**src/rtl/seq_divider_pkg.sv**
```systemverilog
// -----------------------------------------------------------------------------
// seq_divider_pkg
// Shared definitions for the sequential divider: default operand width, the
// step-counter landmarks (load step and done step), the counter width, and the
// phase encoding decoded from the step counter.
// -----------------------------------------------------------------------------
package seq_divider_pkg;

  // Default operand/result width.
  localparam int DIV_W_DEFAULT = 32;

  // Step counter landmarks for the default width.
  localparam int S_LOAD = 0;
  localparam int S_DONE = DIV_W_DEFAULT + 1;

  // Counter must hold 0..W+1.
  localparam int CNT_W = $clog2(DIV_W_DEFAULT + 2);

  // Width-generic versions of the landmarks, for non-default W.
  function automatic int cnt_width(input int w);
    return $clog2(w + 2);
  endfunction

  function automatic int done_step(input int w);
    return w + 1;
  endfunction

  // Operating phase, decoded from run and the step counter.
  typedef enum logic [1:0] {
    PH_IDLE = 2'd0,  // run low: counter parked at S_LOAD
    PH_LOAD = 2'd1,  // S == S_LOAD: sample operands
    PH_ITER = 2'd2,  // S == 1..W: one quotient bit per cycle
    PH_DONE = 2'd3   // S == W+1: result valid, counter saturated
  } div_phase_e;

endpackage

```
**src/rtl/seq_divider_div_sign_fixup.sv**
```systemverilog
// -----------------------------------------------------------------------------
// seq_divider_div_sign_fixup
// Purely combinational sign/floor correction applied to the magnitude result
// of the shift-subtract core.
//   qreg, rem_reg : unsigned magnitude quotient / remainder
//   y             : divisor as sampled (two's complement when signed)
//   x_saved       : dividend as sampled (returned as remainder on divide by 0)
//   neg_x, neg_y  : operand signs (already qualified by signed mode)
//   u             : 1 = signed floored divide, 0 = unsigned
//   div0          : divisor was zero
//   quot, rem     : final quotient / remainder
// -----------------------------------------------------------------------------
module seq_divider_div_sign_fixup
  import seq_divider_pkg::*;
#(
  parameter int W = DIV_W_DEFAULT
) (
  input  logic [W-1:0] qreg,
  input  logic [W-1:0] rem_reg,
  input  logic [W-1:0] y,
  input  logic [W-1:0] x_saved,
  input  logic         neg_x,
  input  logic         neg_y,
  input  logic         u,
  input  logic         div0,
  output logic [W-1:0] quot,
  output logic [W-1:0] rem
);

  localparam logic [W-1:0] ZERO = {W{1'b0}};
  localparam logic [W-1:0] ONE  = {{(W-1){1'b0}}, 1'b1};
  localparam logic [W-1:0] ONES = {W{1'b1}};

  logic [W-1:0] qt;
  logic [W-1:0] rt;

  // Truncated signed result, then floor adjustment or divide-by-zero override.
  always_comb begin
    qt   = ZERO;
    rt   = ZERO;
    quot = ZERO;
    rem  = ZERO;

    // Quotient is negative when exactly one operand is; remainder follows x.
    if (neg_x ^ neg_y) begin
      qt = ZERO - qreg;
    end else begin
      qt = qreg;
    end

    if (neg_x) begin
      rt = ZERO - rem_reg;
    end else begin
      rt = rem_reg;
    end

    if (div0) begin
      quot = ONES;
      rem  = x_saved;
    end else if (u && (neg_x ^ neg_y) && (rt != ZERO)) begin
      // Truncation rounded toward zero; step down one so rem takes y's sign.
      quot = qt - ONE;
      rem  = rt + y;
    end else begin
      quot = qt;
      rem  = rt;
    end
  end

endmodule

```
**src/rtl/seq_divider.sv**
```systemverilog
// -----------------------------------------------------------------------------
// seq_divider
// Multi-cycle integer divider using the same run/stall handshake as the
// sequential multiplier. Restoring shift-subtract on magnitudes, one quotient
// bit per clock, with a combinational sign/floor fixup on the registered result.
//   clk   : system clock, rising edge
//   rst   : asynchronous reset, active low
//   run   : divide request, held high until stall drops
//   u     : 1 = signed (floored) divide, 0 = unsigned
//   x, y  : dividend / divisor, sampled only in the load step
//   stall : high while a requested divide is in progress
//   quot  : quotient (valid when run = 1 and stall = 0)
//   rem   : remainder (valid when run = 1 and stall = 0)
// With run held from the first cycle, stall stays high for W+1 cycles.
// -----------------------------------------------------------------------------
module seq_divider
  import seq_divider_pkg::*;
#(
  parameter int W = DIV_W_DEFAULT
) (
  input  logic         clk,
  input  logic         rst,
  input  logic         run,
  input  logic         u,
  output logic         stall,
  input  logic [W-1:0] x,
  input  logic [W-1:0] y,
  output logic [W-1:0] quot,
  output logic [W-1:0] rem
);

  localparam int CW = cnt_width(W);
  localparam logic [CW-1:0] S_LOAD_C = CW'(S_LOAD);
  localparam logic [CW-1:0] S_DONE_C = CW'(done_step(W));
  localparam logic [CW-1:0] S_ONE_C  = {{(CW-1){1'b0}}, 1'b1};
  localparam logic [W-1:0]  ZERO     = {W{1'b0}};

  logic [CW-1:0] s_q,     s_d;
  logic [W-1:0]  rem_q,   rem_d;    // partial remainder
  logic [W-1:0]  qreg_q,  qreg_d;   // |x| shifting out, quotient shifting in
  logic [W-1:0]  ymag_q,  ymag_d;   // |y|
  logic [W-1:0]  y_q,     y_d;      // y as sampled, for the floor correction
  logic [W-1:0]  x_q,     x_d;      // x as sampled, for the divide-by-zero result
  logic          neg_x_q, neg_x_d;
  logic          neg_y_q, neg_y_d;
  logic          div0_q,  div0_d;
  logic          u_q,     u_d;

  div_phase_e    phase;
  logic [W:0]    trial;             // {rem, next dividend bit} - |y|

  // State registers with asynchronous clear.
  always_ff @(posedge clk or negedge rst) begin
    if (!rst) begin
      s_q     <= S_LOAD_C;
      rem_q   <= ZERO;
      qreg_q  <= ZERO;
      ymag_q  <= ZERO;
      y_q     <= ZERO;
      x_q     <= ZERO;
      neg_x_q <= 1'b0;
      neg_y_q <= 1'b0;
      div0_q  <= 1'b0;
      u_q     <= 1'b0;
    end else begin
      s_q     <= s_d;
      rem_q   <= rem_d;
      qreg_q  <= qreg_d;
      ymag_q  <= ymag_d;
      y_q     <= y_d;
      x_q     <= x_d;
      neg_x_q <= neg_x_d;
      neg_y_q <= neg_y_d;
      div0_q  <= div0_d;
      u_q     <= u_d;
    end
  end

  // Phase decode from run and the step counter.
  always_comb begin
    phase = PH_IDLE;
    if (!run) begin
      phase = PH_IDLE;
    end else if (s_q == S_LOAD_C) begin
      phase = PH_LOAD;
    end else if (s_q == S_DONE_C) begin
      phase = PH_DONE;
    end else if (s_q < S_DONE_C) begin
      phase = PH_ITER;
    end else begin
      // Unreachable counter value: park and restart.
      phase = PH_IDLE;
    end
  end

  // Next-state: counter sequencing, operand load and shift-subtract step.
  always_comb begin
    s_d     = s_q;
    rem_d   = rem_q;
    qreg_d  = qreg_q;
    ymag_d  = ymag_q;
    y_d     = y_q;
    x_d     = x_q;
    neg_x_d = neg_x_q;
    neg_y_d = neg_y_q;
    div0_d  = div0_q;
    u_d     = u_q;
    // Top bit is set exactly when the trial subtraction went negative, because
    // the partial remainder is always below |y|.
    trial   = {rem_q, qreg_q[W-1]} - {1'b0, ymag_q};

    case (phase)
      PH_IDLE: begin
        s_d = S_LOAD_C;
      end
      PH_LOAD: begin
        s_d     = s_q + S_ONE_C;
        u_d     = u;
        neg_x_d = u & x[W-1];
        neg_y_d = u & y[W-1];
        div0_d  = (y == ZERO);
        x_d     = x;
        y_d     = y;
        rem_d   = ZERO;
        // Two's-complement negation: the most negative value maps to 2^(W-1).
        qreg_d  = (u & x[W-1]) ? (ZERO - x) : x;
        ymag_d  = (u & y[W-1]) ? (ZERO - y) : y;
      end
      PH_ITER: begin
        s_d = s_q + S_ONE_C;
        if (!trial[W]) begin
          rem_d  = trial[W-1:0];
          qreg_d = {qreg_q[W-2:0], 1'b1};
        end else begin
          rem_d  = {rem_q[W-2:0], qreg_q[W-1]};
          qreg_d = {qreg_q[W-2:0], 1'b0};
        end
      end
      PH_DONE: begin
        s_d = S_DONE_C;
      end
      default: begin
        s_d = S_LOAD_C;
      end
    endcase
  end

  // Handshake output: stall until the counter reaches the done step.
  always_comb begin
    stall = run & (s_q != S_DONE_C);
  end

  seq_divider_div_sign_fixup #(
    .W(W)
  ) u_fixup (
    .qreg    (qreg_q),
    .rem_reg (rem_q),
    .y       (y_q),
    .x_saved (x_q),
    .neg_x   (neg_x_q),
    .neg_y   (neg_y_q),
    .u       (u_q),
    .div0    (div0_q),
    .quot    (quot),
    .rem     (rem)
  );

endmodule

```
**config.mk**
```make
export PLATFORM = sky130hd
export DESIGN_NAME = seq_divider
export DESIGN_NICKNAME = d
export VERILOG_FILES = /design/src/rtl/seq_divider_pkg.sv /design/src/rtl/seq_divider_div_sign_fixup.sv /design/src/rtl/seq_divider.sv
export SDC_FILE = /design/constraint.sdc
export NUM_CORES = 1
export LEC_CHECK = 0
export CAP_MARGIN = 5
export CORE_MARGIN = 4
export CORE_UTILIZATION = 57
export DETAILED_ROUTE_END_ITERATION = 7
export MAX_ROUTING_LAYER = met4
export PLACE_DENSITY = 0.79
export SLEW_MARGIN = 20
export SYNTH_ARGS = -nofsm -noshare
export SYNTH_HDL_FRONTEND = slang
export SYNTH_SLANG_ARGS = --single-unit
```
**constraint.sdc**
```tcl
create_clock -name clk -period 14.75 [get_ports clk]
set_input_delay 2.2125 -clock clk [delete_from_list [all_inputs] [get_ports clk]]
set_output_delay 2.2125 -clock clk [all_outputs]
set_load 0.02 [all_outputs]
```
## Yosys cells after proc, flatten, opt, wreduce, memory -nomap -nowiden

Index checks and enable logic that the tools add are counted.

- Flip-flop bits (word level): 170
- Input bits: 68
- Output and inout port bits: 65
- Word-level logic and storage cells: 53

- Add/sub/neg operators: 8
- Magnitude comparators: 1
- Equality and inequality tests: 5
- Mux-type cells: 17
- Bitwise gates (word level): 4
- Reduce and logical (&&, ||, !) cells: 8

Operators by type and width:

| operator | number |
|---|---|
| 2-to-1 mux 32 bit | 9 |
| case mux 32 bit (2 select lines) | 2 |
| subtractor 1 x 32 -> 32 bit (first input constant) | 4 |
| subtractor 33 x 32 -> 33 bit | 1 |
| adder 32 bit | 1 |
| logical NOT 32 bit | 1 |
| nonzero test 32 bit | 1 |
| subtractor 32 x 1 -> 32 bit (second input constant) | 1 |
| case mux 6 bit (3 select lines) | 1 |
| 2-to-1 mux 2 bit | 4 |
| adder 6 x 1 -> 6 bit (second input constant) | 1 |
| == test 6 bit (second input constant) | 1 |
| logical NOT 6 bit | 1 |
| < comparator 6 bit (second input constant) | 1 |
| inequality test 6 bit (second input constant) | 1 |
| == test 2 bit (second input constant) | 2 |
| bitwise AND 1 bit | 3 |
| == test 2 x 1 -> 1 bit (second input constant) | 1 |
| logical AND 1 bit | 2 |
| logical NOT 2 bit | 1 |
| nonzero test 2 bit | 1 |
| OR reduction 2 bit | 1 |
| 2-to-1 mux 1 bit | 1 |
| bitwise XOR 1 bit | 1 |

## Logic depth before layout (Yosys ltp)

- Depth after elaboration: 8
- Depth in mapped cells: 18

## By module

From an unflattened synthesis, not the netlist that was laid out.

- Cell total of the unflattened synthesis: 2,003
- Area total of the unflattened synthesis: 15,474.8 µm²

Modules (own cells, without submodules):

| module | instances | cells an instance | area each (µm²) | sequential area each (µm²) |
|---|---|---|---|---|
| seq_divider | 1 | 1,192 | 10,093.4 | 4,229.1 |
| seq_divider_div_sign_fixup | 1 | 811 | 5,381.4 | 0.0 |

## Least setup slack after synthesis

Ideal clock, no wire load.

- Kind: reg2out
- Start point: register rem_q[4]
- End point: output port rem[31]
- Data arrival time: 4.459 ns
- Path slack: 8.079 ns
- Cell stages (with the launch flop): 17
- Path buffers: 1
- Path through: dfrtp_1 -> or3_1 -> buf_2 -> nor4_1 -> nand3_1 -> nand2_1 -> xor2_1 -> inv_1 -> ha_1 -> nand2_1 -> a21oi_1 -> a21boi_0 -> a211oi_1 -> or2_2 -> o311ai_0 -> a21oi_1 -> a311oi_1

- Cells in the longest elaborated chain, start to end: 6

Ends and longest elaborated chain:

| item | line | RTL |
|---|---|---|
| from (decl) | seq_divider.sv:39 | `logic [W-1:0] rem_q, rem_d;` |
| from (signal assigned) | seq_divider.sv:67 | `rem_q <= rem_d;` |
| subtractor 1 x 32 -> 32 bit | seq_divider_div_sign_fixup.sv:52 | `rt = ZERO - rem_reg;` |
| 2-to-1 mux 32 bit * | seq_divider_div_sign_fixup.sv:51 | `if (neg_x) begin` |
| branches (longest 2 deep; another with adder 32 bit) | - |  |
| 2-to-1 mux 32 bit * | seq_divider_div_sign_fixup.sv:60 | `end else if (u && (neg_x ^ neg_y) && (rt != ZERO)) begin` |
| 2-to-1 mux 32 bit * | seq_divider_div_sign_fixup.sv:57 | `if (div0) begin` |
| to (decl) | seq_divider.sv:29 | `output logic [W-1:0] rem` |

Mark *: on every way between the ends.

## Final worst setup path

Same ends and word-level chain as after synthesis.

==> summary.txt <==
Global route
  • First-pass GRT wire length: 78.7 mm
  • Vias in the first global route: 14415
  • Total track usage: 0.345
  • Largest net degree at the start of global routing: 100
  • Initial antenna violation count: 1
  • Grt total ovfl: 0

Yosys
  • Ys async rst share: 1.00
  • Yosys top cell area share: 0.277
  • Syn avg cell area: 7.75 um2
  • EDFF count, synth: 0
  • Most used DFF post-synth: dfrtp_1
  • Post-Syn Nets: 2117
  • Top cells by area, synth: dfrtp_1, nand2_1, xnor2_1
  • Warnings, synthesis: 0
  • Most frequent cells after synthesis: nand2_1, dfrtp_1, o21ai_0
  • Mapped Area: 0.0153 mm2
  • Post-synth cell types: 84
  • Area leader, netlist: dfrtp_1
  • Register area share after synthesis: 0.277
  • Post-Syn Instances: 1969
  • Most instantiated library cell after synthesis: nand2_1
  • Yosys reg bits: 169

Setup path
  • Worst Path Required: 12.54 ns
  • Cell-by-cell trace of the critical path: or3_1 > nor4_1 > nand3_1 > nand2_1 > xor2_1 > inv_1 > ha_1 > nand2_1 > a21oi_1 > a21boi_0 > a211oi_1 > or2_2 > o311ai_0 > a21oi_1 > a311oi_1 > clkdlybuf4s50_1
  • FF-to-FF Start: qreg_q[31]$_DFFE_PN0N_
  • Crit. End Element: output pin
  • Startpoint Class: register
  • R2R setup slack: 10.48 ns
  • FF-to-FF path depth: 13
  • Critical Path Fanout Max: 14
  • Slowest cell on crit path: nor4_1
  • RR Endpoint: rem_q[3]$_DFFE_PN0N_
  • WS Path Type: reg -> out
  • Crit path DAT: 6.26 ns
  • Slowest stage delay, CP: 0.74 ns

Clock tree
  • Worst-path clk slew: 0.09 ns
  • Largest buffer count on any clock path: 2
  • Hold buffer count at CTS: 0
  • CTS buffer count: 17
  • CTS sink count: 169
  • Post-CTS Setup Bufs: 0
  • Htree depth: 4
  • Later-pin clock latency in the skew report: 0.45 ns
  • PostCTS Resize Cnt: 0
  • CTS Root Cell: clkbuf_16
  • CTS tree: done

Floorplanning
  • Die width: 172 um
  • Initial core utilization: 0.583
  • Row count: 59
  • Core Area: 0.0262 mm2
  • Full die area: 0.0295 mm2
  • Die height: 172 um
  • IO Count: 133

Final layout
  • Area grow syn2layout: 13.6%
  • Fin nets: 2166
  • Post-route cell area: 0.0173 mm2
  • Final Util: 0.662
  • Layout cells sized above 1: 0.0512

Timing
  • Fin. max-slew vios: 0
  • Fmax: 0.118 GHz
  • Setup violations, final: 0
  • Clock Skews: 0.0227 ns
  • Setup_tns: 0 ns
  • Setup repair after global routing missed its margin: false
  • Hold Fails Final Rpt: 0
  • Tcrit/Tclk final: 0.575
  • Final Critical Period: 8.48 ns
  • Rel. slew slack: 0.260
  • Worst slew pin tran: 1.11 ns

Power and ir drop
  • Switch share: 0.503
  • Final Power: 0.00375 W
  • Gate power share: 0.649
  • Leakage: 7.55 nW
  • Int Power: 0.00187 W
  • Sequential Power Share: 0.216
  • PD cells: 216 mW/mm2
  • Sw power: 0.00188 W
  • Clock share of power: 0.135
  • Peak supply drop: 0.000166 V

Drt
  • Drt initial violations: 1801
  • Vias per inst: 6.51
  • Via count: 15401
  • DRT Pass-1 Iters: 6
  • Drt drc: 0
  • Post-route ant nets: 0
  • Wire per inst: 21.1 um
  • Drt total wl: 49.9 mm

Run status
  • Status: complete, no violations

Place
  • Area after DPL: 0.0167 mm2
  • DPL Wire Length: 36.6 mm
  • IO buf count: 132
  • Final weighted congestion in routability-driven placement: 0.968

Worst hold path
  • Hold_sp: x_q[7]$_DFFE_PN0N_
  • Worst hold path type: reg -> reg
  • Hold Path Stages: 2
  • End of the worst hold path: x_q[7]$_DFFE_PN0N_

Flow run
  • Number of max-cap violations: 0
## cell type report
type	count	area, um2
Clock buffer	17	425
Multi-Input combinational cell	1601	10300
Inverter	80	300
Timing Repair Buffer	149	1450
Fill cell	2298	8860
Sequential cell	169	4230
Tap cell	335	419
Clock inverter	15	220
Antenna cell	1	2.50
## how the worst max path moves through the flow
stage              end  slack [ns]  depth (start not counted)                 start
2_1_floorplan  rem[31]        8.08                         16  rem_q[4]$_DFFE_PN0N_
3_3_place_gp   rem[31]        7.20                         15  rem_q[4]$_DFFE_PN0N_
3_5_place_dp   rem[31]        6.92                         16  rem_q[4]$_DFFE_PN0N_
4_1_cts        rem[31]        6.41                         16  rem_q[4]$_DFFE_PN0N_
5_1_grt        rem[31]        5.78                         16  rem_q[4]$_DFFE_PN0N_
6_report       rem[31]        6.27                         16  rem_q[4]$_DFFE_PN0N_
## stage by stage
stage | setup WS (ns) | hold slack [ns] | instances
2_1_floorplan | 8.08 | 0.437 | 1969
3_3_place_gp | 7.20 | 0.451 | 2334
3_5_place_dp | 6.92 | 0.464 | 2334
4_1_cts | 6.41 | 0.480 | 2366
5_1_grt | 5.78 | 0.513 | 2367
6_report | 6.27 | 0.479 | 2367
## sequential cells by signal (all words and copies together), names as in the netlist
| name | count |
|---|---|
| qreg_q | 32 |
| u_q | 1 |
| x_q | 32 |
| rem_q | 32 |
| s_q | 6 |
| y_q | 31 |
| neg_y_q | 1 |
| ymag_q | 32 |
| div0_q | 1 |
| neg_x_q | 1 |
## power by group through the flow
stage               Sequential [W]  Combinational [W]  Clock (W)
finish                    0.000811            0.00243   0.000505
global route              0.000825            0.00265   0.000528
CTS                       0.000797            0.00240   0.000510
detailed placement        0.000804            0.00238          0
global placement          0.000796            0.00235          0
floorplan                 0.000699            0.00173          0
## routing by layer
metal | wire length (um) | global-route usage | share of wire | up-vias
met5 | 0 | - | 0 | -
met4 | 1620 | 0.127 | 0.032 | 0
met3 | 4550 | 0.0775 | 0.091 | 101
met2 | 22400 | 0.515 | 0.45 | 781
met1 | 21300 | 0.461 | 0.43 | 7335
li1 | - | - | - | 7184
## worst max-delay path: cells and delay by family (launching register included)
kind | cells | cell delay (ns)
compound gates | 6 | 1.56
xor+xnor | 1 | 0.26
fa+ha+maj | 1 | 0.39
buf+inv | 2 | 0.80
flops | 1 | 0.48
simple gates | 6 | 2.31
## cell families after synthesis
logic type / synth area share
muxes: 0.0229
AOI/OAI and AO/OA: 0.243
xor gates and xnor gates: 0.105
and+or+nand+nor: 0.233
DFF: 0.277
buffers and inverters: 0.0515
adders and majority gates: 0.0665
## cells in the final DEF (no fill, tap or decap), types with 17 or more instances in the layout
master	netlist	routed
a21o_1	42	42
a21oi_1	97	95
a22oi_1	28	28
a31oi_1	34	34
and2_1	21	20
buf_4	3	17
clkbuf_16	0	17
clkdlybuf4s50_1	0	131
dfrtp_1	169	169
ha_1	78	78
inv_1	79	79
mux2i_1	26	25
nand2_1	358	358
nand2b_1	21	21
nand3_1	30	30
nand4_1	38	38
nor2_1	119	118
nor3_1	40	38
nor4_1	24	23
o211ai_1	20	20
o21ai_0	136	136
o311ai_0	18	18
o31ai_1	31	31
or3_1	20	19
xnor2_1	112	112
xor2_1	70	70
Power figures use the tool's default switching activity.
